===== src/rtl/coin_acceptor.sv =====
// rtl/coin_acceptor.sv - coin sensor synchroniser, debouncer and N/D pulse arbiter
//
// Purpose: turns raw, bouncy nickel/dime sensor levels into single-cycle,
// spaced N/D pulses for the vending FSM, plus a reject pulse and a sticky
// stuck-sensor fault flag.
//
// Ports:
//   clk        in   system clock, rising edge
//   reset      in   asynchronous reset, active low
//   nickel_raw in   raw nickel sensor level (asynchronous)
//   dime_raw   in   raw dime sensor level (asynchronous)
//   inhibit    in   1 = not accepting coins, qualified coins are rejected
//   N          out  one-cycle pulse per accepted nickel
//   D          out  one-cycle pulse per accepted dime
//   reject     out  one-cycle pulse per rejected coin event
//   fault      out  sticky stuck-sensor flag

module coin_acceptor #(
  parameter int DEBOUNCE_CYCLES = 4,
  parameter int GAP_CYCLES      = 2,
  parameter int STUCK_CYCLES    = 1000
) (
  input  logic clk,
  input  logic reset,
  input  logic nickel_raw,
  input  logic dime_raw,
  input  logic inhibit,
  output logic N,
  output logic D,
  output logic reject,
  output logic fault
);

  localparam int DW = $clog2(DEBOUNCE_CYCLES + 1);
  localparam int GW = (GAP_CYCLES > 0) ? $clog2(GAP_CYCLES + 1) : 1;
  localparam int SW = $clog2(STUCK_CYCLES + 1);

  localparam logic [DW-1:0] DEB_MAX = DW'(DEBOUNCE_CYCLES);
  localparam logic [GW-1:0] GAP_MAX = GW'(GAP_CYCLES);
  localparam logic [SW-1:0] STK_MAX = SW'(STUCK_CYCLES);

  typedef enum logic [1:0] {
    ST_LOW  = 2'd0,
    ST_RISE = 2'd1,
    ST_HIGH = 2'd2,
    ST_FALL = 2'd3
  } ch_state_t;

  // Channel index 0 = nickel, 1 = dime throughout.
  logic [1:0]    r_sync1;
  logic [1:0]    r_sync2;
  ch_state_t     r_state [2];
  logic [DW-1:0] r_cnt   [2];
  logic [SW-1:0] r_stk_n;
  logic [SW-1:0] r_stk_d;
  logic [1:0]    r_pend;
  logic [GW-1:0] r_gap;
  logic          r_n;
  logic          r_d;
  logic          r_reject;
  logic          r_fault;

  logic [1:0]    w_raw;
  logic [1:0]    w_det;
  logic [1:0]    w_single;
  logic [1:0]    w_new;
  logic [1:0]    w_eff;
  logic [SW-1:0] w_stk_nxt_n;
  logic [SW-1:0] w_stk_nxt_d;
  logic          w_fault_nxt;
  logic          w_rej;
  logic          w_gap_busy;
  logic          w_iss_n;
  logic          w_iss_d;

  assign w_raw = {dime_raw, nickel_raw};

  // Detect fires on the final qualifying sample so the pulse can be
  // registered on the same edge that moves the channel to HIGH.
  assign w_det[0] = (r_state[0] == ST_RISE) && r_sync2[0] && (r_cnt[0] == DEB_MAX);
  assign w_det[1] = (r_state[1] == ST_RISE) && r_sync2[1] && (r_cnt[1] == DEB_MAX);

  // Stuck counters saturate so the compare stays true without wrapping.
  assign w_stk_nxt_n = !r_sync2[0] ? '0 :
                       (r_stk_n == STK_MAX) ? r_stk_n : r_stk_n + SW'(1);
  assign w_stk_nxt_d = !r_sync2[1] ? '0 :
                       (r_stk_d == STK_MAX) ? r_stk_d : r_stk_d + SW'(1);
  assign w_fault_nxt = r_fault || (w_stk_nxt_n == STK_MAX) || (w_stk_nxt_d == STK_MAX);

  assign w_single[0] = w_det[0] & ~w_det[1];
  assign w_single[1] = w_det[1] & ~w_det[0];

  assign w_rej = (w_det[0] & w_det[1])
               | ((w_single[0] | w_single[1]) & inhibit)
               | (w_det[0] & r_pend[0])
               | (w_det[1] & r_pend[1]);

  // A fresh detect is folded into the pending set in the same cycle, so an
  // idle block issues the pulse one edge after the detect.
  assign w_new      = w_single & {2{~inhibit}} & ~r_pend;
  assign w_eff      = r_pend | w_new;
  assign w_gap_busy = (r_gap != '0);
  assign w_iss_n    = ~w_gap_busy & w_eff[0];
  assign w_iss_d    = ~w_gap_busy & ~w_eff[0] & w_eff[1];

  always_ff @(posedge clk or negedge reset) begin
    if (!reset) begin
      r_sync1  <= '0;
      r_sync2  <= '0;
      for (int ch = 0; ch < 2; ch++) begin
        r_state[ch] <= ST_LOW;
        r_cnt[ch]   <= '0;
      end
      r_stk_n  <= '0;
      r_stk_d  <= '0;
      r_pend   <= '0;
      r_gap    <= '0;
      r_n      <= 1'b0;
      r_d      <= 1'b0;
      r_reject <= 1'b0;
      r_fault  <= 1'b0;
    end else begin
      r_sync1 <= w_raw;
      r_sync2 <= r_sync1;

      for (int ch = 0; ch < 2; ch++) begin
        case (r_state[ch])
          ST_LOW: begin
            if (r_sync2[ch]) begin
              r_state[ch] <= ST_RISE;
              r_cnt[ch]   <= DW'(1);
            end
          end
          ST_RISE: begin
            if (!r_sync2[ch])              r_state[ch] <= ST_LOW;
            else if (r_cnt[ch] == DEB_MAX) r_state[ch] <= ST_HIGH;
            else                           r_cnt[ch]   <= r_cnt[ch] + DW'(1);
          end
          ST_HIGH: begin
            if (!r_sync2[ch]) begin
              r_state[ch] <= ST_FALL;
              r_cnt[ch]   <= DW'(1);
            end
          end
          ST_FALL: begin
            if (r_sync2[ch])               r_state[ch] <= ST_HIGH;
            else if (r_cnt[ch] == DEB_MAX) r_state[ch] <= ST_LOW;
            else                           r_cnt[ch]   <= r_cnt[ch] + DW'(1);
          end
          default: r_state[ch] <= ST_LOW;
        endcase
      end

      r_stk_n <= w_stk_nxt_n;
      r_stk_d <= w_stk_nxt_d;
      r_fault <= w_fault_nxt;

      if (w_fault_nxt) begin
        r_n      <= 1'b0;
        r_d      <= 1'b0;
        r_reject <= 1'b0;
        r_pend   <= '0;
        r_gap    <= '0;
      end else begin
        r_n      <= w_iss_n;
        r_d      <= w_iss_d;
        r_reject <= w_rej;
        r_pend   <= w_eff & ~{w_iss_d, w_iss_n};
        if (w_iss_n || w_iss_d) r_gap <= GAP_MAX;
        else if (w_gap_busy)    r_gap <= r_gap - GW'(1);
      end
    end
  end

  assign N      = r_n;
  assign D      = r_d;
  assign reject = r_reject;
  assign fault  = r_fault;

endmodule


===== config.mk =====
export PLATFORM = sky130hd
export DESIGN_NAME = coin_acceptor
export DESIGN_NICKNAME = d
export VERILOG_FILES = /design/src/rtl/coin_acceptor.sv
export SDC_FILE = /design/constraint.sdc
export NUM_CORES = 1
export LEC_CHECK = 0
export ABC_AREA = 1
export CAP_MARGIN = 0
export CORE_ASPECT_RATIO = 1.1
export CORE_MARGIN = 1
export CORE_UTILIZATION = 60
export DETAILED_ROUTE_END_ITERATION = 10
export PLACE_DENSITY_LB_ADDON = 0.1
export SLEW_MARGIN = 40
export SYNTH_ARGS = -nofsm -noshare
export SYNTH_HDL_FRONTEND = slang
export SYNTH_SLANG_ARGS = --single-unit

===== constraint.sdc =====
create_clock -name clk -period 2.7 [get_ports clk]
set_input_delay 0.405 -clock clk [delete_from_list [all_inputs] [get_ports clk]]
set_output_delay 0.405 -clock clk [all_outputs]
set_load 0.01 [all_outputs]

* After elaboration in Yosys (flattened, before gate mapping) *
Index checks and enable logic that the tools add are counted.

cells by class
  add/sub/neg operators = 5
  equality and inequality tests = 24
  mux-type cells = 37
  bitwise operators = 24
  reduce and logical (&&, ||, !) cells = 15

operators by type and width
  cell                     count
  $eq A10 B10 Y1 const B   4
  $mux W10                 4
  $mux W2                  16
  $mux W3                  10
  $pmux W3 S4              2
  $add A10 B1 Y10 const B  2
  $ne A2 B2 Y1 const B     8
  $pmux W2 S4              2
  $reduce_and A4 Y1        4
  $and A1 B1 Y1            9
  $eq A2 B2 Y1 const B     4
  $add A3 B1 Y3 const B    2
  $and A2 B2 Y2            3
  $eq A3 B3 Y1 const B     2
  $ne A3 B2 Y1 const B     2
  $ne A3 B3 Y1 const B     2
  $not A1 Y1               5
  $eq A2 B1 Y1 const B     2
  $logic_and A1 B1 Y1      4
  $logic_not A2 Y1         2
  $not A2 Y2               2
  $or A1 B1 Y1             4
  $logic_or A1 B1 Y1       3
  $mux W1                  3
  4 further kinds          4

word-level totals
  flip-flop bits (word level) = 42
  input port bits = 5
  output and inout port bits = 4

* Logic depth before layout (Yosys ltp) *
  depth after elaboration = 14
  depth in mapped cells = 12
  mapped depth without buffers = 12

* Worst setup path before layout *
OpenSTA, ideal clock, no wires.

  path kind = reg-to-reg
  from = register r_cnt[3] (netlist name)
  to = register r_gap[1]
  library setup time = 0.120 ns
  arrival = 1.796 ns
  path slack = 0.784 ns
  stages on the path, launching flop included = 12
  cells stage by stage = dfrtp_1 > inv_1 > ha_1 > nand3_1 > nor3_1 > inv_1 > ha_1 > a21o_1 > nor2_1 > nor2_1 > a21oi_1 > nor2_1

on the way
  cells in the longest elaborated chain, start to end = 12

ends and longest elaborated chain
  what                             line  RTL
  start, declared                  53    logic [DW-1:0] r_cnt [2];
  start signal, assigned by index  137   else r_cnt[ch] <= r_cnt[ch] + DW'(1);
  start signal, assigned by index  148   else r_cnt[ch] <= r_cnt[ch] + DW'(1);
  $eq A3 B3 Y1 *                   80    assign w_det[0] = (r_state[0] == ST_RISE) && r_sync2[0] && (r_cnt[0] == DEB_MAX);
  $logic_and A1 B1 Y1 *            80
  $and A1 B1 Y1                    90    assign w_single[0] = w_det[0] & ~w_det[1];
  $and A2 B2 Y2 * (2 in a row)     100   assign w_new = w_single & {2{~inhibit}} & ~r_pend;
  $or A2 B2 Y2 *                   101   assign w_eff = r_pend | w_new;
  $not A1 Y1                       104   assign w_iss_d = ~w_gap_busy & ~w_eff[0] & w_eff[1];
  $and A1 B1 Y1 (2 in a row)       104
  $logic_or A1 B1 Y1 *             169   if (w_iss_n || w_iss_d) r_gap <= GAP_MAX;
  $mux W2                          169
  $mux W2                          158   if (w_fault_nxt) begin
  end signal, assigned             170   else if (w_gap_busy) r_gap <= r_gap - GW'(1);
  end, declared                    57    logic [GW-1:0] r_gap;

Mark *: on every way between the ends. The rest lies on a longest branch, timed or not.
A chain may end at the register's enable or synchronous reset.

* Worst setup path in the final report *
  from = register r_sync2[0]
  to = register r_gap[1]

on the way
  cells in the longest elaborated chain, start to end = 12

ends and longest elaborated chain
  what                              line  RTL
  start, declared                   51    logic [1:0] r_sync2;
  start signal, assigned            124   r_sync2 <= r_sync1;
  $logic_and A1 B1 Y1 (2 in a row)  80
  $and A1 B1 Y1                     90
  $and A2 B2 Y2 (2 in a row)        100
  $or A2 B2 Y2                      101
  $not A1 Y1                        104
  $and A1 B1 Y1 (2 in a row)        104
  $logic_or A1 B1 Y1                169
  $mux W2                           169
  $mux W2                           158

Several ways; a longest one is shown, not always the timed one.

==> results_dict.tcl <==
set metrics [dict create \
    cp_max_fo 11 \
    reg2reg_from "r_sync2[0]" \
    synth_compound_area_share_pct 5.987 \
    synth_xor_area_share_pct 2.328 \
    post_dp_cell_area_um2 2385 \
    syn_area_per_cell_um2 7.920 \
    synth_nets 302 \
    post_cts_resize_count 0 \
    critPathBufInv 2 \
    finalCritPeriodShare_pct 81.02 \
    dr.pass1.iters 4 \
    final_hold_viol_count 0 \
    synthMuxAreaShare_pct 0 \
    start_util_pct 62.25 \
    cp.arrival_ps 2370 \
    cts.sinks 42 \
    postLayoutCoreUtil_pct 68.88 \
    slew-limit-headroom_pct 65.38 \
    synth_seq_cells 42 \
    die_area_um2 4012 \
    drive_above_1_share_pct 6.711 \
    p_per_area_nw_per_um2 658.6 \
    clk_pin_slew_ps 70 \
    io_pins 9 \
    core_area_um2 3626 \
    synthesis.area_um2 2257 \
    synth_top_family_by_area "simple AND/OR/NAND/NOR gates" \
    grt_usage_pct 22.75 \
    worst_slack_ps 512.5 \
    drt_iter0_markers 104 \
    ys_seq_area_share_pct 46.56 \
    slew_viol_final 0 \
    maxCapViolations 0 \
    viasPerCell 5.072 \
    syn_to_final_growth_pct 10.64 \
    reg2reg_slack_ps 510 \
    cts_buffers 5 \
    grt_pass1_wl_um 6637 \
    final_cell_mix "nand2_1, inv_1, dfrtp_1, nor2_1, nand3_1" \
    mostFrequentLayoutCell "nand2_1" \
    grt_max_degree 43 \
    cts.htree.levels 2 \
    ant_nets 0 \
    crit_chain "inv_1, nor3_1, inv_1, ha_1, a21o_1, nor2_1, nor2_1, a21oi_1, nor2_1" \
    final_cell_area_um2 2497 \
    period_minus_slack_ps 2188 \
    netlist_instances 285 \
    finalSetupViolations 0 \
    r2r-end "r_gap[1]" \
    tightest_slew_ps 519.3 \
    gr-total-overflow 0 \
    cts_max_path_buffers 2 \
    cp-start-kind "register" \
    hold_buffers 0 \
    antenna_found_initial 0 \
    drcViolationCount 0 \
    vias 1765 \
    postCtsSetupRepairBufs 0 \
    clock-root-buffer "clkbuf_8" \
    dp_slack_ps 556.6 \
    diodes 0 \
    worstSetupPathType "reg2reg" \
    hpwlAfterDp_um 2830 \
    max_freq_mhz 457.1 \
    critPathMostFrequentCell "nor2_1" \
    crit_path_max_incr_delay_ps 560 \
    fin_tns_setup_ps 0 \
    routed_wl_um 3847 \
    clock_latency_ps 290 \
    synth.distinct_cells 27 \
    cp_num_cells 9 \
    yosysWarnings 0 \
    port_buffers 8 \
    clock_skew_ps 2.861 \
    rsz0062_at_grt "false" \
    r2r_cells 9 \
    die_h_um 66.33 \
    tritoncts "done" \
    ir_drop_uv 471.6 \
    crit_family "simple AND/OR/NAND/NOR gates" \
    globalplace.congestion 0.8252 \
    cp_slowest_cell "dfrtp_1" \
    grt_pass1_vias 1643 \
    synth-adder-area-share_pct 6.652 \
    leakage_nw 1.273 \
    critPathLaunch "r_sync2[0]" \
    avgRoutedWirePerCell_um 11.05 \
    die_x_um 60.48 \
    synthSimpleGateAreaFrac_pct 29.43 \
    fp-row-count 23 \
    cp-endpoint "r_gap[1]" \
    outcome "finished clean" \
    critical_path_required_ps 2880 \
    hp-class "in2async" \
    final_nets 315 \
    critPathCaptureType "register" \
]
power by group:
part           total (mW)  switching, mW  internal (mW)
clock network       0.495          0.199          0.296
registers           0.805         0.0763          0.728
logic               0.345          0.205          0.140
total                1.64          0.481           1.16
area by class of cell:
class	count	area [um2]
Inverter	51	191.4
Timing Repair Buffer	8	77.57
Clock inverter	1	30.03
Clock buffer	6	82.58
Tap cell	50	62.56
Fill cell	318	1129
Multi-Input combinational cell	190	1002
Sequential cell	42	1051
worst register-to-register path: cells and delay by family, from the launching register on:
| kind | cells | cell delay, ps |
|---|---|---|
| adders and majority gates | 1 | 210 |
| and+or+nand+nor | 4 | 750 |
| DFF | 1 | 560 |
| AOI/OAI and AO/OA | 2 | 320 |
| buffers and inverters | 2 | 240 |
worst min path at each step:
stage	start	endpoint	slack (ps)	depth (start not counted)
3_5_place_dp	r_sync1[1]	r_sync2[1]	340	0
6_report	reset	r_stk_n[6]	80	1
5_1_grt	reset	r_stk_n[7]	130	1
4_1_cts	reset	r_stk_n[2]	90	1
3_3_place_gp	r_sync1[1]	r_sync2[1]	340	0
2_1_floorplan	reset	D	110	0
through the flow:
step | power (mW) | hold WS [ps] | std cells
4_1_cts | 1.667 | 91.68 | 348
3_3_place_gp | 1.147 | 337.2 | 341
3_5_place_dp | 1.161 | 340.3 | 341
2_1_floorplan | 1.072 | 109.4 | 285
6_report | 1.645 | 84.84 | 348
5_1_grt | 1.774 | 131.3 | 348
cells in the mapped netlist:
cell | instances | share of area, %
nor3_1 | 1 | 0.22
o21bai_1 | 2 | 0.66
dfrtp_1 | 42 | 47
a21oi_1 | 7 | 1.6
nand2_1 | 57 | 9.5
inv_2 | 1 | 0.17
o21ai_0 | 11 | 2.4
nand3_1 | 28 | 6.2
xnor2_1 | 3 | 1.2
nand2_2 | 2 | 0.55
nand4_1 | 8 | 2.2
or2_2 | 1 | 0.28
nor3_2 | 1 | 0.44
nor3b_2 | 1 | 0.55
ha_1 | 12 | 6.7
buf_4 | 1 | 0.33
nor2_2 | 3 | 0.83
xor2_1 | 3 | 1.2
nand3b_1 | 1 | 0.33
inv_1 | 50 | 8.3
a221oi_1 | 1 | 0.39
o22ai_1 | 1 | 0.28
nand3_2 | 3 | 1.3
a21o_1 | 1 | 0.33
nor2_1 | 42 | 7.0
buf_2 | 1 | 0.22
o31ai_1 | 1 | 0.33
state kept, by name, indices dropped and copies added (netlist names), named ones only:
register / flops
r_gap: 2
r_cnt: 6
r_stk_d: 10
D: 1
r_stk_n: 10
r_state: 2
r_sync1: 2
r_sync2: 2
reject: 1
r_pend: 2
N: 1
fault: 1
routing by layer:
layer  vias up  wire (um)  part of all wire [%]  track usage (%)
met4         0         61                   1.6            8.523
met3         7         91                   2.4            5.284
li1        919          -                     -                -
met1       820       1802                    47            26.59
met2        19       1891                    49            39.70
met5         -          0                     0                0
logic make-up (layout without fill, tap and decap cells):
group,count (synthesis),in the layout
compound gates,24,24
xor+xnor,6,6
fa+ha+maj,12,12
buf+inv,53,66
flops,42,42
simple gates,148,148
Note: power is estimated with default switching activity, not from simulation.
